===== src/rtl/mult_result_sink.sv =====
// Result sink for the mult_tree pipeline: delays i_valid to line up with the
// product, then queues products in a FIFO with drop accounting when full.
module mult_result_sink #(
  parameter int LATENCY = 3,
  parameter int DEPTH   = 8
) (
  input  logic                     clk,
  input  logic                     rst,
  input  logic                     i_valid,
  input  logic [7:0]               i_result,
  output logic                     o_valid,
  output logic [7:0]               o_data,
  input  logic                     i_ready,
  output logic [$clog2(DEPTH):0]   o_count,
  output logic                     o_overflow,
  output logic [7:0]               o_drop_cnt
);

  localparam int AW = $clog2(DEPTH);
  localparam logic [AW:0] FULL = (AW+1)'(DEPTH);

  logic [LATENCY-1:0] vld_sr;
  logic               wr_req;
  logic               wr_en;
  logic               rd_en;
  logic               drop;
  logic [7:0]         mem [DEPTH];
  logic [AW-1:0]      wr_ptr;
  logic [AW-1:0]      rd_ptr;
  logic [AW:0]        count;

  generate
    if (LATENCY == 1) begin : g_lat1
      always_ff @(posedge clk or posedge rst) begin
        if (rst) vld_sr <= '0;
        else     vld_sr <= i_valid;
      end
    end else begin : g_latn
      always_ff @(posedge clk or posedge rst) begin
        if (rst) vld_sr <= '0;
        else     vld_sr <= {vld_sr[LATENCY-2:0], i_valid};
      end
    end
  endgenerate

  assign wr_req = vld_sr[LATENCY-1];
  assign rd_en  = o_valid & i_ready;
  // A read in the same cycle frees the slot, so a full FIFO can still accept.
  assign wr_en  = wr_req & ((count != FULL) | rd_en);
  assign drop   = wr_req & ~wr_en;

  always_ff @(posedge clk) begin
    if (wr_en) mem[wr_ptr] <= i_result;
  end

  always_ff @(posedge clk or posedge rst) begin
    if (rst) begin
      wr_ptr     <= '0;
      rd_ptr     <= '0;
      count      <= '0;
      o_overflow <= 1'b0;
      o_drop_cnt <= '0;
    end else begin
      if (wr_en) wr_ptr <= wr_ptr + 1'b1;
      if (rd_en) rd_ptr <= rd_ptr + 1'b1;
      case ({wr_en, rd_en})
        2'b10:   count <= count + 1'b1;
        2'b01:   count <= count - 1'b1;
        default: count <= count;
      endcase
      if (drop) begin
        o_overflow <= 1'b1;
        if (o_drop_cnt != 8'hFF) o_drop_cnt <= o_drop_cnt + 1'b1;
      end
    end
  end

  assign o_count = count;
  assign o_valid = (count != '0);
  // Storage is never cleared, so mask it whenever the FIFO is empty.
  assign o_data  = o_valid ? mem[rd_ptr] : 8'h00;

endmodule


===== config.mk =====
export PLATFORM = sky130hd
export DESIGN_NAME = mult_result_sink
export DESIGN_NICKNAME = d
export VERILOG_FILES = /design/src/rtl/mult_result_sink.sv
export SDC_FILE = /design/constraint.sdc
export NUM_CORES = 1
export LEC_CHECK = 0
export ABC_AREA = 1
export CAP_MARGIN = 20
export CORE_MARGIN = 2
export CORE_UTILIZATION = 50
export DETAILED_ROUTE_END_ITERATION = 10
export PLACE_DENSITY = 0.75
export SYNTH_ARGS = -nofsm -noshare
export SYNTH_HDL_FRONTEND = slang
export SYNTH_SLANG_ARGS = --single-unit

===== constraint.sdc =====
create_clock -name clk -period 2.2 [get_ports clk]
set_input_delay 0.66 -clock clk [delete_from_list [all_inputs] [get_ports clk]]
set_output_delay 0.66 -clock clk [all_outputs]
set_load 0.03 [all_outputs]

==> out/summary.md <==
### Drt
- First DRT Iteration DRCs: 156
- post-route ant nets: 0
- total via count in the routed design: 2578
- per-cell via count in the routed design: 5.13
- DRT Pass-1 Iters: 4
- Post-Route WL: 7850 um
- average wire per cell in the routed design: 15.6 um
- post-detailed-route DRC marker count: 0

### STA
- crit share post-route: 1.08
- setup repair after global routing missed its margin: yes
- clock period minus worst slack: 2.37 ns
- final setup TNS: -0.980 ns
- number of pins exceeding their max-slew limit in the final report: 0
- Relative slew margins: 0.726
- Worst Slack Setup Final: -0.166 ns
- number of setup violations in the final report: 8
- Worst Skew: 0.00877 ns
- final hold violation count: 0
- slew at the pin closest to its max-slew limit: 0.410 ns
- Achievable Freq: 0.423 GHz

### GRT
- vias in the first global route: 2457
- global-route wire length before repair: 12700 um
- Total GRT Usage: 0.203
- initial antenna violation count: 0
- total global routing overflow: 0
- pin count of the biggest net entering global routing: 23

### Placement
- post-detail-place hpwl: 5260 um
- instance area at placement: 4310 um2
- number of buffers inserted by port buffering: 33
- gp weighted congestion: 0.772

### Final layout
- highest-count cells in the layout ignoring fill and taps: edfxtp_1 (64), nor2_1 (63), o21ai_1 (43)
- multi-input gate area in the final layout: 1150 um2
- fraction of layout cells with a size suffix above 1: 0.213
- final instance area: 4650 um2
- most common cell after layout, fill and taps aside: edfxtp_1
- # nets final: 417
- # fillers: 560
- Antenna diodes: 0
- area growth from synthesis to final layout: 24.5%
- area taken by flip-flops and latches: 2470 um2

### Synth
- post-synthesis compound-gate area fraction: 0.0908
- Synth area leaders: edfxtp_1 (51%), dfrtp_1 (15%), nor2_1 (7.4%)
- fraction of synthesized cell area in xor and xnor cells: 0.0278
- total of warnings raised by yosys: 0
- post-synthesis register bit count: 86
- post-synthesis average cell area: 11.1 um2
- synthesized instance count: 336
- fraction of synthesized cell area taken by the top area cell type: 0.515
- post-synth design cell area: 3730 um2
- top cell type by total area after synthesis: edfxtp_1
- number of distinct standard cells referenced by the synthesized netlist: 30
- fraction of the mapped netlist area in adder cells: 0.0221
- share of the yosys chip area belonging to registers: 0.662
- combinational family with the most area after synthesis: simple AND/OR/NAND/NOR gates
- synthesized-area fraction occupied by and/or/nand/nor cells: 0.153
- mux cell area share after synthesis: 0.00302
- net count of the mapped netlist: 354

### Power
- Total Power Consumption: 6.24 mW
- power per cell area: 1340 nW/um2
- static leakage power: 1.97 nW
- worst vdd rail ir drop: 0.562 mV

### Floorplan
- total I/O pin count: 34
- starting utilization of the core area: 0.515
- chip width: 90.4 um
- full die area: 8170 um2
- die height: 90.4 um
- core area: 7250 um2
- num rows: 31

### Worst setup path
- required time at the endpoint of the critical path: 1.54 ns
- launch point of the worst path: rd_ptr[0]
- library cell appearing most often on the critical path: o21ai_1
- count of cell instances traversed by the critical path: 9
- Reg2Reg Setup Slack: 0.19 ns
- arrival time reported for the critical path endpoint: 1.71 ns
- critical path capture point: o_data[2]
- Setup CP Type: reg2out
- FF-to-FF End: o_count[3]
- reg2reg start: o_count[0]
- Critical Path Sink Type: primary output
- cell with the largest stage delay on the worst path: dfrtp_2
- longest individual stage delay on the worst path: 0.48 ns
- CP bufs+invs: 3
- ordered list of cells on the worst path: buf_6, buf_8, nor2_4, nor2_2, o21ai_1, o21ai_1, o21ai_1, nor2_1, buf_4
- Top Family by Delay on Critical Path: flip-flops
- startpoint type of the worst setup path: register
- crit path max fanout: 8
- count of cells along the worst register-to-register path: 13

### Hold path
- worst min path class: reg2reg

### Clock network
- number of levels the H-tree was split into: 3
- clk slew on worst S/H paths: 0.09 ns
- number of clock sinks: 86
- source-to-sink clock delay at the later pin of the worst-skew pair: 0.35 ns
- maximum clock insertion buffer count: 2
- number of CTS-inserted buffers: 9
- number of hold buffers added after CTS: 0
- cell at the root of the clock tree: clkbuf_8
- clock tree from TritonCTS: done

### Outcome
- result of the run: finished, violations left
- violations in the final reports: setup timing

### Job
- maximum capacitance violations: 0

-- layer usage --
metal,global-route usage,share of wire,wire (um),vias to the layer above
met5,0,0,0,-
met4,0.0731,0.011,85,0
met3,0.0459,0.057,450,7
met2,0.303,0.49,3880,70
met1,0.293,0.44,3440,1240
li1,-,-,-,1261
-- worst min-delay path by stage --
stage	from	end	cells after the start
floorplan	vld_sr[0]	vld_sr[1]	0
global placement	vld_sr[1]	vld_sr[2]	0
detailed placement	vld_sr[0]	vld_sr[1]	0
CTS	vld_sr[1]	vld_sr[2]	0
global route	vld_sr[1]	vld_sr[2]	0
finish	vld_sr[1]	vld_sr[2]	0
-- cells by family after synthesis --
kind of cell,after synthesis
and+or+nand+nor,134
DFF,86
AOI/OAI and AO/OA,65
xor gates and xnor gates,11
buffers and inverters,33
adders and majority gates,6
muxes,1
-- synth_stat cells --
cell type / number
nor2_1: 74
edfxtp_1: 64
nand2_1: 39
o21ai_1: 35
o21ai_0: 24
dfrtp_1: 22
inv_1: 18
buf_2: 8
nand3_1: 7
xor2_1: 6
ha_1: 5
nand2_2: 4
xnor2_1: 4
inv_2: 3
o21ai_2: 3
a21oi_1: 2
clkbuf_1: 2
nand2_4: 2
nand4_1: 2
nor2_4: 2
a21o_1: 1
and3_1: 1
buf_12: 1
buf_4: 1
fa_1: 1
mux2_2: 1
nor3_2: 1
or2_1: 1
or2_2: 1
xnor2_2: 1
-- flip-flops by register name (all words and copies together), names as in the netlist --
name and count:
wr_ptr 3, o_count 4, mem 64, o_drop_cnt 8, rd_ptr 3, vld_sr 3
o_overflow 1
-- cell type report --
cell class	count	share of cell area
Multi-Input combinational cell	217	0.248
Timing Repair Buffer	64	0.136
Clock inverter	7	0.0121
Tap cell	99	0.0266
Inverter	21	0.0180
Clock buffer	9	0.0266
Sequential cell	86	0.532
-- power breakdown --
| part | switching (mW) | internal [mW] |
|---|---|---|
| Clock | 0.601 | 0.426 |
| Sequential | 0.193 | 2.04 |
| Combinational | 1.76 | 1.22 |
-- stage by stage --
stage | util | hold WS [ns] | setup WS [ns] | cells
2_1_floorplan | - | 0.331 | 0.00388 | 336
3_3_place_gp | 0.594 | 0.340 | -0.0513 | 482
3_5_place_dp | 0.594 | 0.341 | -0.116 | 482
4_1_cts | 0.625 | 0.358 | -0.150 | 500
5_1_grt | 0.641 | 0.366 | -0.274 | 503
6_report | 0.641 | 0.359 | -0.166 | 503
-- worst reg2reg max path, cell delays in order, from the launching register on --
cell and delay [ns]:
dfrtp_1 0.46, nor2_4 0.20, nand2_4 0.07, buf_4 0.20
nand3_1 0.10, inv_1 0.07, ha_1 0.27, nand2_1 0.06
nand2_1 0.07, a21o_1 0.16, nand2_1 0.07, nand3_1 0.08
nand2_1 0.08, inv_1 0.04
-- timing repair --
action                                  4_1_cts  5_1_grt
pin swaps                                     3        4
endpoints found under the setup margin       11       15
endpoints found under the hold margin         0        0
cloned                                        1        1
buffers inserted                              1        2
resized for setup                            23       25
Note: power is estimated with default switching activity, not from simulation.
